==> config.mk <==
export PLATFORM = sky130hd
export DESIGN_NAME = uart_tx_arbiter
export DESIGN_NICKNAME = d
export VERILOG_FILES = /design/src/rtl/slm_pkg.sv /design/src/rtl/uart_tx_arbiter_rr_pick.sv /design/src/rtl/uart_tx_arbiter.sv
export SDC_FILE = /design/constraint.sdc
export NUM_CORES = 1
export LEC_CHECK = 0
export CORE_MARGIN = 10
export CORE_UTILIZATION = 40
export DETAILED_ROUTE_END_ITERATION = 12
export GPL_ROUTABILITY_DRIVEN = 1
export GPL_TIMING_DRIVEN = 0
export PLACE_DENSITY = 0.65
export SYNTH_ARGS = -nofsm -noshare
export SYNTH_HDL_FRONTEND = slang
export SYNTH_SLANG_ARGS = --single-unit
==> constraint.sdc <==
create_clock -name clk_3125 -period 3 [get_ports clk_3125]
set_input_delay 0.6 -clock clk_3125 [delete_from_list [all_inputs] [get_ports clk_3125]]
set_output_delay 0.6 -clock clk_3125 [all_outputs]
set_load 0.1 [all_outputs]
==> src/rtl/slm_pkg.sv <==
// Shared definitions for the SLM message path: arbiter state encoding,
// ASCII constants used by the message generators, and a pointer-wrap helper.
package slm_pkg;

    typedef enum logic [1:0] {
        ST_IDLE = 2'd0,
        ST_LOAD = 2'd1,
        ST_WAIT = 2'd2,
        ST_GAP  = 2'd3
    } arb_state_t;

    localparam logic [7:0] ASCII_S     = 8'h53;
    localparam logic [7:0] ASCII_L     = 8'h4C;
    localparam logic [7:0] ASCII_M     = 8'h4D;
    localparam logic [7:0] ASCII_DASH  = 8'h2D;
    localparam logic [7:0] ASCII_HASH  = 8'h23;
    localparam logic [7:0] ASCII_SPACE = 8'h20;

    // Increment with explicit wrap so NREQ need not be a power of two.
    function automatic int wrap_inc(input int idx, input int n);
        return (idx >= n - 1) ? 0 : idx + 1;
    endfunction

endpackage

==> src/rtl/uart_tx_arbiter_rr_pick.sv <==
// Combinational round-robin selector: first active request at or after the
// pointer, wrapping at NREQ-1 back to 0.
module rr_pick #(
    parameter int NREQ  = 3,
    parameter int IDX_W = $clog2(NREQ)
) (
    input  logic [NREQ-1:0]  i_req,
    input  logic [IDX_W-1:0] i_ptr,
    output logic [NREQ-1:0]  o_onehot,
    output logic [IDX_W-1:0] o_idx
);

    always_comb begin
        logic w_found;
        int   w_j;
        // NOTE: every output gets a default before the loop so no path can infer a latch.
        o_onehot = '0;
        o_idx    = '0;
        w_found  = 1'b0;
        for (int k = 0; k < NREQ; k++) begin
            w_j = int'(i_ptr) + k;
            if (w_j >= NREQ) w_j = w_j - NREQ;
            if (!w_found && i_req[w_j]) begin
                w_found       = 1'b1;
                o_onehot[w_j] = 1'b1;
                o_idx         = IDX_W'(w_j);
            end
        end
    end

endmodule

==> src/rtl/uart_tx_arbiter.sv <==
// Round-robin owner of the single UART transmitter: grants whole messages,
// inserts an idle gap between messages and aborts on a missing tx_done.
module uart_tx_arbiter
    import slm_pkg::*;
#(
    parameter int NREQ    = 3,
    parameter int GAP_CYC = 2,
    parameter int TMO_CYC = 4095
) (
    input  logic              clk_3125,
    input  logic              rst_n,
    input  logic [NREQ-1:0]   req,
    input  logic [8*NREQ-1:0] req_data,
    input  logic [NREQ-1:0]   req_last,
    output logic [NREQ-1:0]   req_ack,
    output logic [NREQ-1:0]   grant,
    output logic              tx_start,
    output logic [7:0]        tx_msg,
    input  logic              tx_done,
    output logic              busy,
    output logic              timeout_err
);

    localparam int IDX_W  = $clog2(NREQ);
    localparam int WDOG_W = $clog2(TMO_CYC + 1);
    localparam int GAP_W  = (GAP_CYC > 0) ? $clog2(GAP_CYC + 1) : 1;

    arb_state_t         r_state;
    logic [NREQ-1:0]    r_grant;
    logic [IDX_W-1:0]   r_idx;
    logic [IDX_W-1:0]   r_ptr;
    logic [NREQ-1:0]    r_ack;
    logic               r_tx_start;
    logic [7:0]         r_tx_msg;
    logic               r_last;
    logic               r_tmo;
    logic [WDOG_W-1:0]  r_wdog;
    logic [GAP_W-1:0]   r_gap;

    logic [NREQ-1:0]    w_pick;
    logic [IDX_W-1:0]   w_pick_idx;
    logic [IDX_W-1:0]   w_ptr_next;

    rr_pick #(.NREQ(NREQ), .IDX_W(IDX_W)) u_rr_pick (
        .i_req    (req),
        .i_ptr    (r_ptr),
        .o_onehot (w_pick),
        .o_idx    (w_pick_idx)
    );

    assign w_ptr_next = IDX_W'(wrap_inc(int'(r_idx), NREQ));

    always_ff @(posedge clk_3125 or negedge rst_n) begin
        if (!rst_n) begin
            r_state    <= ST_IDLE;
            r_grant    <= '0;
            r_idx      <= '0;
            r_ptr      <= '0;
            r_ack      <= '0;
            r_tx_start <= 1'b0;
            r_tx_msg   <= 8'h00;
            r_last     <= 1'b0;
            r_tmo      <= 1'b0;
            r_wdog     <= '0;
            r_gap      <= '0;
        end else begin
            // NOTE: non-blocking defaults make the pulse outputs one cycle wide unless a state re-asserts them.
            r_tx_start <= 1'b0;
            r_ack      <= '0;
            r_tmo      <= 1'b0;
            case (r_state)
                ST_IDLE: begin
                    if (|req) begin
                        r_grant <= w_pick;
                        r_idx   <= w_pick_idx;
                        r_state <= ST_LOAD;
                    end
                end
                ST_LOAD: begin
                    if (req[r_idx]) begin
                        r_tx_msg   <= req_data[8*r_idx +: 8];
                        r_tx_start <= 1'b1;
                        r_ack      <= r_grant;
                        r_last     <= req_last[r_idx];
                        r_wdog     <= '0;
                        r_state    <= ST_WAIT;
                    end else begin
                        r_grant <= '0;
                        r_ptr   <= w_ptr_next;
                        r_gap   <= '0;
                        r_state <= ST_GAP;
                    end
                end
                ST_WAIT: begin
                    // A done pulse overlapping our own start belongs to the previous byte.
                    if (tx_done && !r_tx_start) begin
                        if (r_last) begin
                            r_grant <= '0;
                            r_ptr   <= w_ptr_next;
                            r_gap   <= '0;
                            r_state <= ST_GAP;
                        end else begin
                            r_state <= ST_LOAD;
                        end
                    end else if (r_wdog == WDOG_W'(TMO_CYC)) begin
                        r_tmo   <= 1'b1;
                        r_grant <= '0;
                        r_ptr   <= w_ptr_next;
                        r_gap   <= '0;
                        r_state <= ST_GAP;
                    end else begin
                        r_wdog <= r_wdog + WDOG_W'(1);
                    end
                end
                ST_GAP: begin
                    if (int'(r_gap) + 1 >= GAP_CYC) r_state <= ST_IDLE;
                    else                            r_gap   <= r_gap + GAP_W'(1);
                end
                default: r_state <= ST_IDLE;
            endcase
        end
    end

    assign grant       = r_grant;
    assign req_ack     = r_ack;
    assign tx_start    = r_tx_start;
    assign tx_msg      = r_tx_msg;
    assign busy        = (r_state != ST_IDLE);
    assign timeout_err = r_tmo;

endmodule

After elaboration in Yosys (flattened, before gate mapping):

Cells that the tools add are included.

* shift operators: 1
* reduce and logical (&&, ||, !) cells: 22
* equality and inequality tests: 13
* mux-type cells: 65
* bitwise logic cells: 2
* add/sub/neg operators: 9
* $lt $le $gt $ge: 12

Operators by type and width (number)
* 32-bit by 1-bit greater-or-equal comparator with 1-bit output (second input constant): 3
* 32-bit by 4-bit < comparator with 1-bit output (second input constant): 3
* 32-bit 2-to-1 mux: 3
* 32-bit by 3-bit greater-or-equal comparator with 1-bit output (second input constant): 2
* 32-bit by 3-bit subtractor with 32-bit output (second input constant): 2
* 12-bit 2-to-1 mux: 3
* 2-bit 2-to-1 mux: 18
* 3-bit 2-to-1 mux: 9
* 12-bit case mux with 2 select lines: 1
* 24-bit by 6-bit indexed part select with 8-bit output: 1
* 1-bit 2-to-1 mux: 19
* 2-bit inequality test (second input constant): 7
* 12-bit by 1-bit adder with 12-bit output (second input constant): 1
* 12-bit == test (second input constant): 1
* 4-bit AND reduction: 3
* 1-bit binary-select mux with 2-bit select: 5
* 3-bit case mux with 3 select lines: 1
* 2-bit case mux with 4 select lines: 1
* 2-bit by 1-bit adder with 3-bit output (second input constant): 2
* 1-bit demux with 2-bit select: 3
* 1-bit logical AND: 6
* 3-bit inequality test (second input constant): 2
* 3-bit OR: 2
* 2-bit case mux with 3 select lines: 1
* other kinds (17): 25

* bits in registers: 37
* input port bits: 33
* logic and storage cells: 135
* output and inout bits: 17

Depth between registers and ports, before layout:

Gate-level depths: netlist of run 1.

* word-level depth: 14
* mapped depth: 8
* mapped depth without buffers: 7

Modules after synthesis:

Synthesis of run 1 repeated with hierarchy kept, for this count alone.

* cells, all modules: 275
* area total of the unflattened synthesis: 2437.3 um^2

By module, submodules not included
* uart_tx_arbiter: cells each 223, times used 1, area an instance 2104.5 um^2, sequential area each 925.9 um^2
* rr_pick: cells each 52, times used 1, area an instance 332.8 um^2, sequential area each 0.0 um^2

Least setup slack after synthesis of run 1:

Ideal clock, no wire load.

* path kind: register to register
* start point: register r_tx_start, in the netlist tx_start
* end point: register r_ptr[0]
* stages on the path, launching flop included: 6
* clock period less this slack: 2155 ps
* data arrival time: 2030 ps
* buffers on the path: 0
* setup time: 125 ps
* required time: 2875 ps
* setup slack: 845 ps
* cells stage by stage: dfrtp_1 nor2b_1 nor3_1 a21oi_1 nor3b_1 mux2_2

* word-level cells in the longest chain between the ends: 4
* elaborated cells on any way between the ends: 7
* classes of those cells: 2 x eq/ne; 2 x mux; 3 x reduce/logical

Ends and longest elaborated chain
* start: declaration: line uart_tx_arbiter.sv:33 `logic r_tx_start;`
* start signal: assignment: line uart_tx_arbiter.sv:60 `r_tx_start <= 1'b0;`
* start signal: assignment: line uart_tx_arbiter.sv:68 `r_tx_start <= 1'b0;`
* start signal: assignment: line uart_tx_arbiter.sv:82 `r_tx_start <= 1'b1;`
* 1-bit logical NOT *: line uart_tx_arbiter.sv:96 `if (tx_done && !r_tx_start) begin`
* 1-bit logical AND *: line uart_tx_arbiter.sv:96
* 3-bit inequality test (no source line) / 2-bit 2-to-1 mux (equally long branches)
* 4-bit AND reduction (no source line) / 2-bit case mux with 2 select lines (equally long branches)
* end signal: assignment: line uart_tx_arbiter.sv:89 `r_ptr <= w_ptr_next;`
* end signal: assignment: line uart_tx_arbiter.sv:99 `r_ptr <= w_ptr_next;`
* end signal: assignment: line uart_tx_arbiter.sv:108 `r_ptr <= w_ptr_next;`
* end: declaration: line uart_tx_arbiter.sv:31 `logic [IDX_W-1:0] r_ptr;`

Every way passes the cells marked *; elsewhere a longest branch is shown, timed or not.
A chain may end at the register's enable or synchronous reset.

Worst setup path in the final report of run 1:

* start point: register r_state[0]
* end point: output busy

* word-level cells in the longest chain between the ends: 1

Ends and longest elaborated chain
* start: declaration: line uart_tx_arbiter.sv:28 `arb_state_t r_state;`
* 2-bit nonzero test: line uart_tx_arbiter.sv:128 `assign busy = (r_state != ST_IDLE);`
* end: declaration: line uart_tx_arbiter.sv:20 `output logic busy,`

No other way between the ends.

==> results of run 1 <==
-- cell usage after synthesis, types with 6 or more instances --
library cell,n
nand2_1,14
xnor2_1,8
a21oi_1,28
mux2i_1,13
nor2_1,33
clkbuf_1,9
inv_1,13
nand3_1,6
dfrtp_1,37
o21ai_0,12
ha_1,10
nor4_1,8
-- state kept, by name, indices dropped and copies added, names as in the netlist --
name	count
r_state	2
r_idx	2
req_ack	3
tx_start	1
timeout_err	1
r_wdog	12
r_gap	2
r_ptr	2
grant	3
tx_msg	8
r_last	1
-- layer usage --
| layer | global-route usage [%] | up-vias | wire length, µm |
|---|---|---|---|
| met4 | 4.30 | 0 | 87 |
| met5 | 0 | - | 0 |
| li1 | - | 1040 | - |
| met2 | 21.1 | 49 | 2540 |
| met3 | 6.07 | 9 | 474 |
| met1 | 15.3 | 946 | 2650 |
-- placed cells by master (no fill, tap or decap), drive strengths merged, types with 5 or more instances in the layout --
cell,count
ha,10
o21ai,12
inv,13
clkdlybuf4s50,45
mux2i,13
nand2,14
nor4,9
nand3,6
a21oi,28
o31ai,5
a22o,5
clkbuf,15
xnor2,8
nor2,33
dfrtp,37
-- where the power goes --
group	internal, W	leakage, nW	switching [W]
sequential	0.000645	0.476	0.000110
clock	0.000249	0.0543	0.000188
combinational	0.000664	0.680	0.00143
total	0.00156	1.21	0.00173
-- final cells by class --
class | count | share of cell area, %
multi-input combinational | 195 | 42.8
sequential | 37 | 31.0
timing repair buffer | 47 | 15.7
tap | 72 | 3.02
clock buffer | 5 | 2.31
buffer | 13 | 1.97
inverter | 13 | 1.64
clock inverter | 3 | 1.55
-- path summary, 6_finish.rpt --
path                         endpoint  slack, ps  cells after the start
setup / recovery                 busy        420                      4
hold / removal             req_ack[2]        410                      1
hold reg to reg            req_ack[1]        530                      1
setup reg to reg            r_wdog[9]        830                      6
max in group asynchronous    r_idx[0]       2060                      1
min in group clk_3125      req_ack[1]        530                      1
-- critical path: cells and delay by family, from the launching register on --
kind,cells,cell delay [ps]
fa+ha+maj,1,290
buf+inv,3,950
flops,1,440
-- kinds of logic (layout without fill, tap and decap cells) --
family / count (synthesis) / after routing / share of synthesized area [%]
fa+ha+maj: 10 / 10 / 5.41
mux: 16 / 16 / 7.09
buf+inv: 26 / 81 / 4.66
simple gates: 94 / 94 / 21.1
compound gates: 67 / 67 / 18.6
flops: 37 / 37 / 40.1
xor+xnor: 8 / 8 / 3.03
-- stage by stage --
step                      setup slack (ps)  hold WS [ps]  total power (W)  util (%)
after floorplan                        845           304          0.00236         -
after global placement                 334           511          0.00285      51.8
after detailed placement               333           510          0.00288      51.7
after CTS                             15.1           427          0.00332      53.8
after global routing                   301           468          0.00355      53.9
final                                  418           407          0.00329      53.9
==> report_table.html, run 1 <==
<table>
<tr><th>Metric</th><th>Value</th></tr>
<tr><th colspan="2">Synth</th></tr>
<tr><td>Proportion of netlist area held by the largest area contributor</td><td>~40%</td></tr>
<tr><td>Sequential element share of the synthesized area</td><td>around two fifths</td></tr>
<tr><td>Synthesized area per cell</td><td>between 8 and 9 µm²</td></tr>
<tr><td>Number of enable-type register cells in the synthesized netlist</td><td>0</td></tr>
<tr><td>Area of the mapped netlist</td><td>2310 µm²</td></tr>
<tr><td>Share of flip-flops with an asynchronous set or reset after synthesis</td><td>between 90% and 100%</td></tr>
<tr><td>Most frequently used flop master after synthesis</td><td>dfrtp_1</td></tr>
<tr><td>Cells after synthesis</td><td>~260</td></tr>
<tr><td>Post-synth top area cell</td><td>dfrtp_1</td></tr>
<tr><td>Number of storage elements in the synthesis netlist</td><td>37</td></tr>
<tr><td>Dominant cells by area after synthesis</td><td>dfrtp_1, a21oi_1, mux2i_1</td></tr>
<tr><td>Unique cell type count in the Yosys netlist</td><td>50</td></tr>
<tr><td>Net count after synthesis</td><td>301</td></tr>
<tr><td>Ys Warns</td><td>0</td></tr>
<tr><th colspan="2">Worst hold path</th></tr>
<tr><td>Hold WC Path Type</td><td>in -&gt; async</td></tr>
<tr><th colspan="2">Route</th></tr>
<tr><td>Pre-antenna DRT Iters</td><td>4</td></tr>
<tr><td>Routed wire length</td><td>between 5000 and 6000 µm</td></tr>
<tr><td>Detailed-route DRC error count</td><td>0</td></tr>
<tr><td>Via density</td><td>5.31</td></tr>
<tr><td>Avg WL per Cell</td><td>~15 µm</td></tr>
<tr><td>Initial DRC count</td><td>roughly 100</td></tr>
<tr><td>Vias</td><td>just over 2,000</td></tr>
<tr><td>Remaining number of nets flagged by the antenna check after routing</td><td>0</td></tr>
<tr><th colspan="2">Die</th></tr>
<tr><td>I/O Pins</td><td>50</td></tr>
<tr><td>Die X-Extent</td><td>roughly 96 µm</td></tr>
<tr><td>Core Area</td><td>~5500 µm²</td></tr>
<tr><td>Die Area</td><td>~9200 µm²</td></tr>
<tr><td>Number of placement rows</td><td>27</td></tr>
<tr><td>Starting density of the core</td><td>roughly two fifths</td></tr>
<tr><td>Die Y-Extent</td><td>between 90 and 100 µm</td></tr>
<tr><th colspan="2">Timing</th></tr>
<tr><td>Headroom to the max-slew limit</td><td>between 30% and 40%</td></tr>
<tr><td>Setup repair after global routing missed its margin</td><td>no</td></tr>
<tr><td>Highest clock rate</td><td>387 MHz</td></tr>
<tr><td>Period minus WS final</td><td>2580 ps</td></tr>
<tr><td>Transition time at the pin with the least slew margin</td><td>1010 ps</td></tr>
<tr><td>Final Slew Violations</td><td>0</td></tr>
<tr><td>Setup TNS</td><td>0 ps</td></tr>
<tr><td>Final setup fails</td><td>0</td></tr>
<tr><td>Count of final hold-check violations</td><td>0</td></tr>
<tr><td>Crit share post-route</td><td>between 80% and 90%</td></tr>
<tr><td>Worst clock skew</td><td>roughly 5.0 ps</td></tr>
<tr><th colspan="2">Global routing</th></tr>
<tr><td>Initial antenna violation count</td><td>0</td></tr>
<tr><td>Largest net degree at the start of global routing</td><td>38</td></tr>
<tr><td>Gr ovfl total</td><td>0</td></tr>
<tr><td>First-pass GRT wire length</td><td>between 9000 and 10,000 µm</td></tr>
<tr><td>Overall Global Routing Usage</td><td>a little over an eighth</td></tr>
<tr><td>Number of global-route vias before repair</td><td>2,105</td></tr>
<tr><th colspan="2">Worst setup path</th></tr>
<tr><td>Critical path capture point type</td><td>primary output</td></tr>
<tr><td>Kind of critical path</td><td>reg -&gt; out</td></tr>
<tr><td>Worst path required time</td><td>2400 ps</td></tr>
<tr><td>Critical path's largest stage delay</td><td>about 750 ps</td></tr>
<tr><td>Crit start category</td><td>flop</td></tr>
<tr><td>Most Frequent Cell on Critical Path</td><td>inv_1</td></tr>
<tr><td>Cell Chain, Critical Path</td><td>inv_1, ha_1, inv_1, dlymetal6s2s_1</td></tr>
<tr><td>Biggest fanout along the worst timing path</td><td>8</td></tr>
<tr><td>Worst flop-to-flop path startpoint</td><td>r_state[0]</td></tr>
<tr><td>Launch point of the critical path</td><td>r_state[0]</td></tr>
<tr><td>Arrival time of the worst setup path</td><td>a little under 2000 ps</td></tr>
<tr><td>Worst path slowest cell</td><td>dlymetal6s2s_1</td></tr>
<tr><th colspan="2">Finish</th></tr>
<tr><td>Final design area excluding fillers</td><td>a little under 3000 µm²</td></tr>
<tr><td>Total area of multi-input combinational cells</td><td>1280 µm²</td></tr>
<tr><td>Number of nets in the layout</td><td>between 300 and 400</td></tr>
<tr><td>Number of antenna repair diodes</td><td>0</td></tr>
<tr><td>Area delta synth-&gt;final</td><td>29.1%</td></tr>
<tr><td>Storage element area</td><td>926 µm²</td></tr>
<tr><td>Post-layout instance count excluding filler cells</td><td>about 390</td></tr>
<tr><td>Fraction of layout instances using a drive strength above 1</td><td>a little over 6%</td></tr>
<tr><td>FILL cells</td><td>around 570</td></tr>
<tr><th colspan="2">Flow run</th></tr>
<tr><td>Max Cap Violations</td><td>0</td></tr>
<tr><th colspan="2">Placed design</th></tr>
<tr><td>Final weighted congestion in routability-driven placement</td><td>0.870</td></tr>
<tr><td>Post-DP Area</td><td>between 2000 and 3000 µm²</td></tr>
<tr><td>Placed insts</td><td>377</td></tr>
<tr><td>Detailed placer's ending HPWL</td><td>4420 µm</td></tr>
<tr><td>Number of buffers inserted by port buffering</td><td>47</td></tr>
<tr><th colspan="2">Clock tree</th></tr>
<tr><td>Number of buffers created by CTS</td><td>5</td></tr>
<tr><td>Clock Root Buffer</td><td>clkbuf_8</td></tr>
<tr><td>Hold-fix buffers, CTS</td><td>0</td></tr>
<tr><td>Clock slew at the register clock pins of the worst setup and hold paths</td><td>~70 ps</td></tr>
<tr><td>Clock Sinks</td><td>37</td></tr>
<tr><td>Clock buffer depth</td><td>2</td></tr>
<tr><td>Total number of H-tree levels</td><td>2</td></tr>
<tr><td>CTS tree</td><td>built</td></tr>
<tr><td>Worst skew pair latency</td><td>just under 300 ps</td></tr>
<tr><td>Post-CTS Setup Bufs</td><td>0</td></tr>
<tr><td>Number of gates resized after CTS</td><td>0</td></tr>
<tr><th colspan="2">Power</th></tr>
<tr><td>Maximum VDD drop</td><td>0.660 mV</td></tr>
<tr><td>Leak pwr</td><td>roughly 1.2 nW</td></tr>
<tr><td>Pwr per Cell Area</td><td>between 1000 and 1500 nW/µm²</td></tr>
<tr><th colspan="2">Run status</th></tr>
<tr><td>Outcome</td><td>finished clean</td></tr>
</table>
No activity file was read; power rests on OpenSTA's default activity.
==> inputs of run 2 (changes only) <==
Settings changed: CORE_ASPECT_RATIO set to 0.8, CORE_UTILIZATION 40 to 35, PLACE_DENSITY 0.65 to unset, TNS_END_PERCENT set to 20.
==> run 2 against run 1 <==
Compared with the run above:
- combinational power about the same
- flip-flop and latch count stayed put
- critical path depth did not move
- setup slack worse by 130 ps
- largest power group unchanged
- global-route usage fell by 2.3 points
==> report_table.html, run 2 (synthesis results as in run 1) <==
<table>
<tr><th>Metric</th><th>Value</th></tr>
<tr><th colspan="2">Run status</th></tr>
<tr><td>Outcome</td><td>finished clean</td></tr>
<tr><th colspan="2">Die</th></tr>
<tr><td>I/O Pins</td><td>50 (unchanged)</td></tr>
<tr><td>Die Y-Extent</td><td>92.7 µm (-3.5%)</td></tr>
<tr><td>Starting density of the core</td><td>36.1% (-5.7 points)</td></tr>
<tr><td>Core Area</td><td>6410 µm² (+16%)</td></tr>
<tr><td>Die Area</td><td>10,300 µm² (+11%)</td></tr>
<tr><td>Number of placement rows</td><td>26 (-3.7%)</td></tr>
<tr><td>Die X-Extent</td><td>111 µm (+15%)</td></tr>
<tr><th colspan="2">Route</th></tr>
<tr><td>Routed wire length</td><td>5660 µm (-1.6%)</td></tr>
<tr><td>Via density</td><td>5.09 (-4.1%)</td></tr>
<tr><td>Vias</td><td>2,022 (-1.1%)</td></tr>
<tr><td>Avg WL per Cell</td><td>14.3 µm (-4.6%)</td></tr>
<tr><td>Remaining number of nets flagged by the antenna check after routing</td><td>0 (unchanged)</td></tr>
<tr><td>Detailed-route DRC error count</td><td>0 (unchanged)</td></tr>
<tr><td>Pre-antenna DRT Iters</td><td>4 (unchanged)</td></tr>
<tr><td>Initial DRC count</td><td>99 (-3.9%)</td></tr>
<tr><th colspan="2">Clock tree</th></tr>
<tr><td>Post-CTS Setup Bufs</td><td>0 (unchanged)</td></tr>
<tr><td>Clock slew at the register clock pins of the worst setup and hold paths</td><td>70 ps (about the same)</td></tr>
<tr><td>Clock Root Buffer</td><td>clkbuf_8</td></tr>
<tr><td>Clock Sinks</td><td>37 (unchanged)</td></tr>
<tr><td>Number of buffers created by CTS</td><td>5 (unchanged)</td></tr>
<tr><td>Clock buffer depth</td><td>2 (unchanged)</td></tr>
<tr><td>Worst skew pair latency</td><td>280 ps (about the same)</td></tr>
<tr><td>CTS tree</td><td>built</td></tr>
<tr><td>Total number of H-tree levels</td><td>2 (unchanged)</td></tr>
<tr><th colspan="2">Worst setup path</th></tr>
<tr><td>Crit start category</td><td>flop</td></tr>
<tr><td>Worst path required time</td><td>2400 ps (about the same)</td></tr>
<tr><td>Sum of buffers and inverters on the critical path</td><td>3 (unchanged)</td></tr>
<tr><td>Kind of critical path</td><td>reg -&gt; out</td></tr>
<tr><td>Critical path capture point type</td><td>primary output</td></tr>
<tr><td>Category of cells accounting for the largest share of critical-path delay</td><td>buffers and inverters</td></tr>
<tr><td>Biggest fanout along the worst timing path</td><td>8 (unchanged)</td></tr>
<tr><td>Arrival time of the worst setup path</td><td>2110 ps (+130 ps)</td></tr>
<tr><td>Cell Chain, Critical Path</td><td>inv_1, ha_1, inv_1, dlygate4sd2_1</td></tr>
<tr><td>Worst path slowest cell</td><td>dlygate4sd2_1</td></tr>
<tr><td>Worst R2R Setup Slack</td><td>790 ps (-40 ps)</td></tr>
<tr><td>Critical path's largest stage delay</td><td>870 ps (+120 ps)</td></tr>
<tr><td>Most Frequent Cell on Critical Path</td><td>inv_1</td></tr>
<tr><th colspan="2">Timing</th></tr>
<tr><td>Final setup fails</td><td>0 (unchanged)</td></tr>
<tr><td>Setup repair after global routing missed its margin</td><td>no</td></tr>
<tr><td>Setup TNS</td><td>0 ps (unchanged)</td></tr>
<tr><td>Count of final hold-check violations</td><td>0 (unchanged)</td></tr>
<tr><td>Headroom to the max-slew limit</td><td>32.5% (-0.33 points)</td></tr>
<tr><td>Period minus WS final</td><td>2710 ps (+127 ps)</td></tr>
<tr><td>Final Slew Violations</td><td>0 (unchanged)</td></tr>
<tr><td>Crit share post-route</td><td>90.3% (+4.2 points)</td></tr>
<tr><td>Highest clock rate</td><td>369 MHz (-4.7%)</td></tr>
<tr><td>Transition time at the pin with the least slew margin</td><td>1010 ps (+4.87 ps)</td></tr>
<tr><td>Worst clock skew</td><td>7.96 ps (+2.93 ps)</td></tr>
<tr><th colspan="2">Finish</th></tr>
<tr><td>Commonest cells after routing, fill and taps aside</td><td>clkdlybuf4s50_1, dfrtp_1, nor2_1</td></tr>
<tr><td>Area delta synth-&gt;final</td><td>28.1%</td></tr>
<tr><td>Most frequent standard cell in the layout excluding fill and tap cells</td><td>clkdlybuf4s50_1</td></tr>
<tr><td>Final design area excluding fillers</td><td>2960 µm² (-0.80%)</td></tr>
<tr><td>Number of nets in the layout</td><td>355 (unchanged)</td></tr>
<tr><td>Number of antenna repair diodes</td><td>0 (unchanged)</td></tr>
<tr><td>Fraction of layout instances using a drive strength above 1</td><td>5.11% (-0.96 points)</td></tr>
<tr><td>Register bank with the most flops</td><td>r_wdog</td></tr>
<tr><td>FILL cells</td><td>610 (+7.4%)</td></tr>
<tr><td>Max FFs per register</td><td>12 (unchanged)</td></tr>
<tr><th colspan="2">Placed design</th></tr>
<tr><td>Final weighted congestion in routability-driven placement</td><td>0.835 (-4.1%)</td></tr>
<tr><td>Number of buffers inserted by port buffering</td><td>47 (unchanged)</td></tr>
<tr><td>Detailed placer's ending HPWL</td><td>4420 µm (about the same)</td></tr>
<tr><td>Post-DP Area</td><td>2880 µm² (+0.52%)</td></tr>
<tr><th colspan="2">Power</th></tr>
<tr><td>Total power of the final layout</td><td>0.00319 W (-3.1%)</td></tr>
<tr><td>Maximum VDD drop</td><td>0.427 mV (-35%)</td></tr>
<tr><td>Leak pwr</td><td>1.19 nW (-1.6%)</td></tr>
<tr><td>Pwr per Cell Area</td><td>1080 nW/µm² (-2.4%)</td></tr>
<tr><th colspan="2">Global routing</th></tr>
<tr><td>Initial antenna violation count</td><td>0 (unchanged)</td></tr>
<tr><td>Gr ovfl total</td><td>0 (unchanged)</td></tr>
<tr><td>Largest net degree at the start of global routing</td><td>38 (unchanged)</td></tr>
<tr><td>First-pass GRT wire length</td><td>9560 µm (-2.0%)</td></tr>
<tr><td>Overall Global Routing Usage</td><td>10.9% (-2.3 points)</td></tr>
<tr><td>Number of global-route vias before repair</td><td>2,011 (-4.5%)</td></tr>
<tr><th colspan="2">Flow run</th></tr>
<tr><td>Max Cap Violations</td><td>0 (unchanged)</td></tr>
<tr><th colspan="2">Worst hold path</th></tr>
<tr><td>Hold WC Path Type</td><td>in -&gt; async</td></tr>
</table>
[run 2: changes by cell type in the layout (fill, tap and decap cells not counted)]
cell            before  now
dlymetal6s2s_1       1    0
clkinv_4             1    0
dlygate4sd2_1        0    1
bufinv_16            1    0
clkinvlp_4           1    0
clkbuf_1             9   12
[run 2: power breakdown]
part	leakage (nW)	internal, W	switching, W
Sequential	0.476	0.000646	0.000108
Combinational	0.676	0.000661	0.00145
Clock	0.0395	0.000165	0.000158
[run 2: metal layers]
metal,part of all wire (%),track usage (%)
met4,0.34,2.92
met2,42,16.1
met5,0,0
met3,9.5,5.22
met1,48,13.9
[run 2: what timing repair did]
item | CTS | global route
hold endpoints to repair | 0 | 0
endpoints found under the setup margin | 1 | 0
resized for setup | 1 | 0
hold buffers | 0 | 0
[run 2: final cells by class]
class                           instances  area, µm²  share of cell area (%)
Inverter                               13       48.8                    1.65
Timing Repair Buffer                   47        464                    15.7
Buffer                                 13       58.8                    1.99
Multi-Input combinational cell        195       1280                    43.2
Clock buffer                            8       80.1                    2.70
Sequential cell                        37        926                    31.3
Tap cell                               84        105                    3.55
[run 2: final timing paths]
path / from / endpoint / depth (start not counted)
setup / recovery: r_state[0] / busy / 4
hold / removal: rst_n / r_wdog[4] / 1
setup reg to reg: r_state[1] / tx_msg[5] / 7
hold reg to reg: grant[2] / req_ack[2] / 1
max in group asynchronous: rst_n / grant[0] / 1
min in group clk_3125: grant[2] / req_ack[2] / 1
[run 2: per-stage QoR]
stage / setup WS (ps) / hold WS [ps] / util [%] / instances
detailed placement: 314 / 515 / 45.0 / 389
floorplan: 845 / 304 / - / 258
global placement: 329 / 507 / 45.0 / 389
global route: 187 / 468 / 46.2 / 397
CTS: 273 / 445 / 46.2 / 397
finish: 292 / 418 / 46.2 / 397
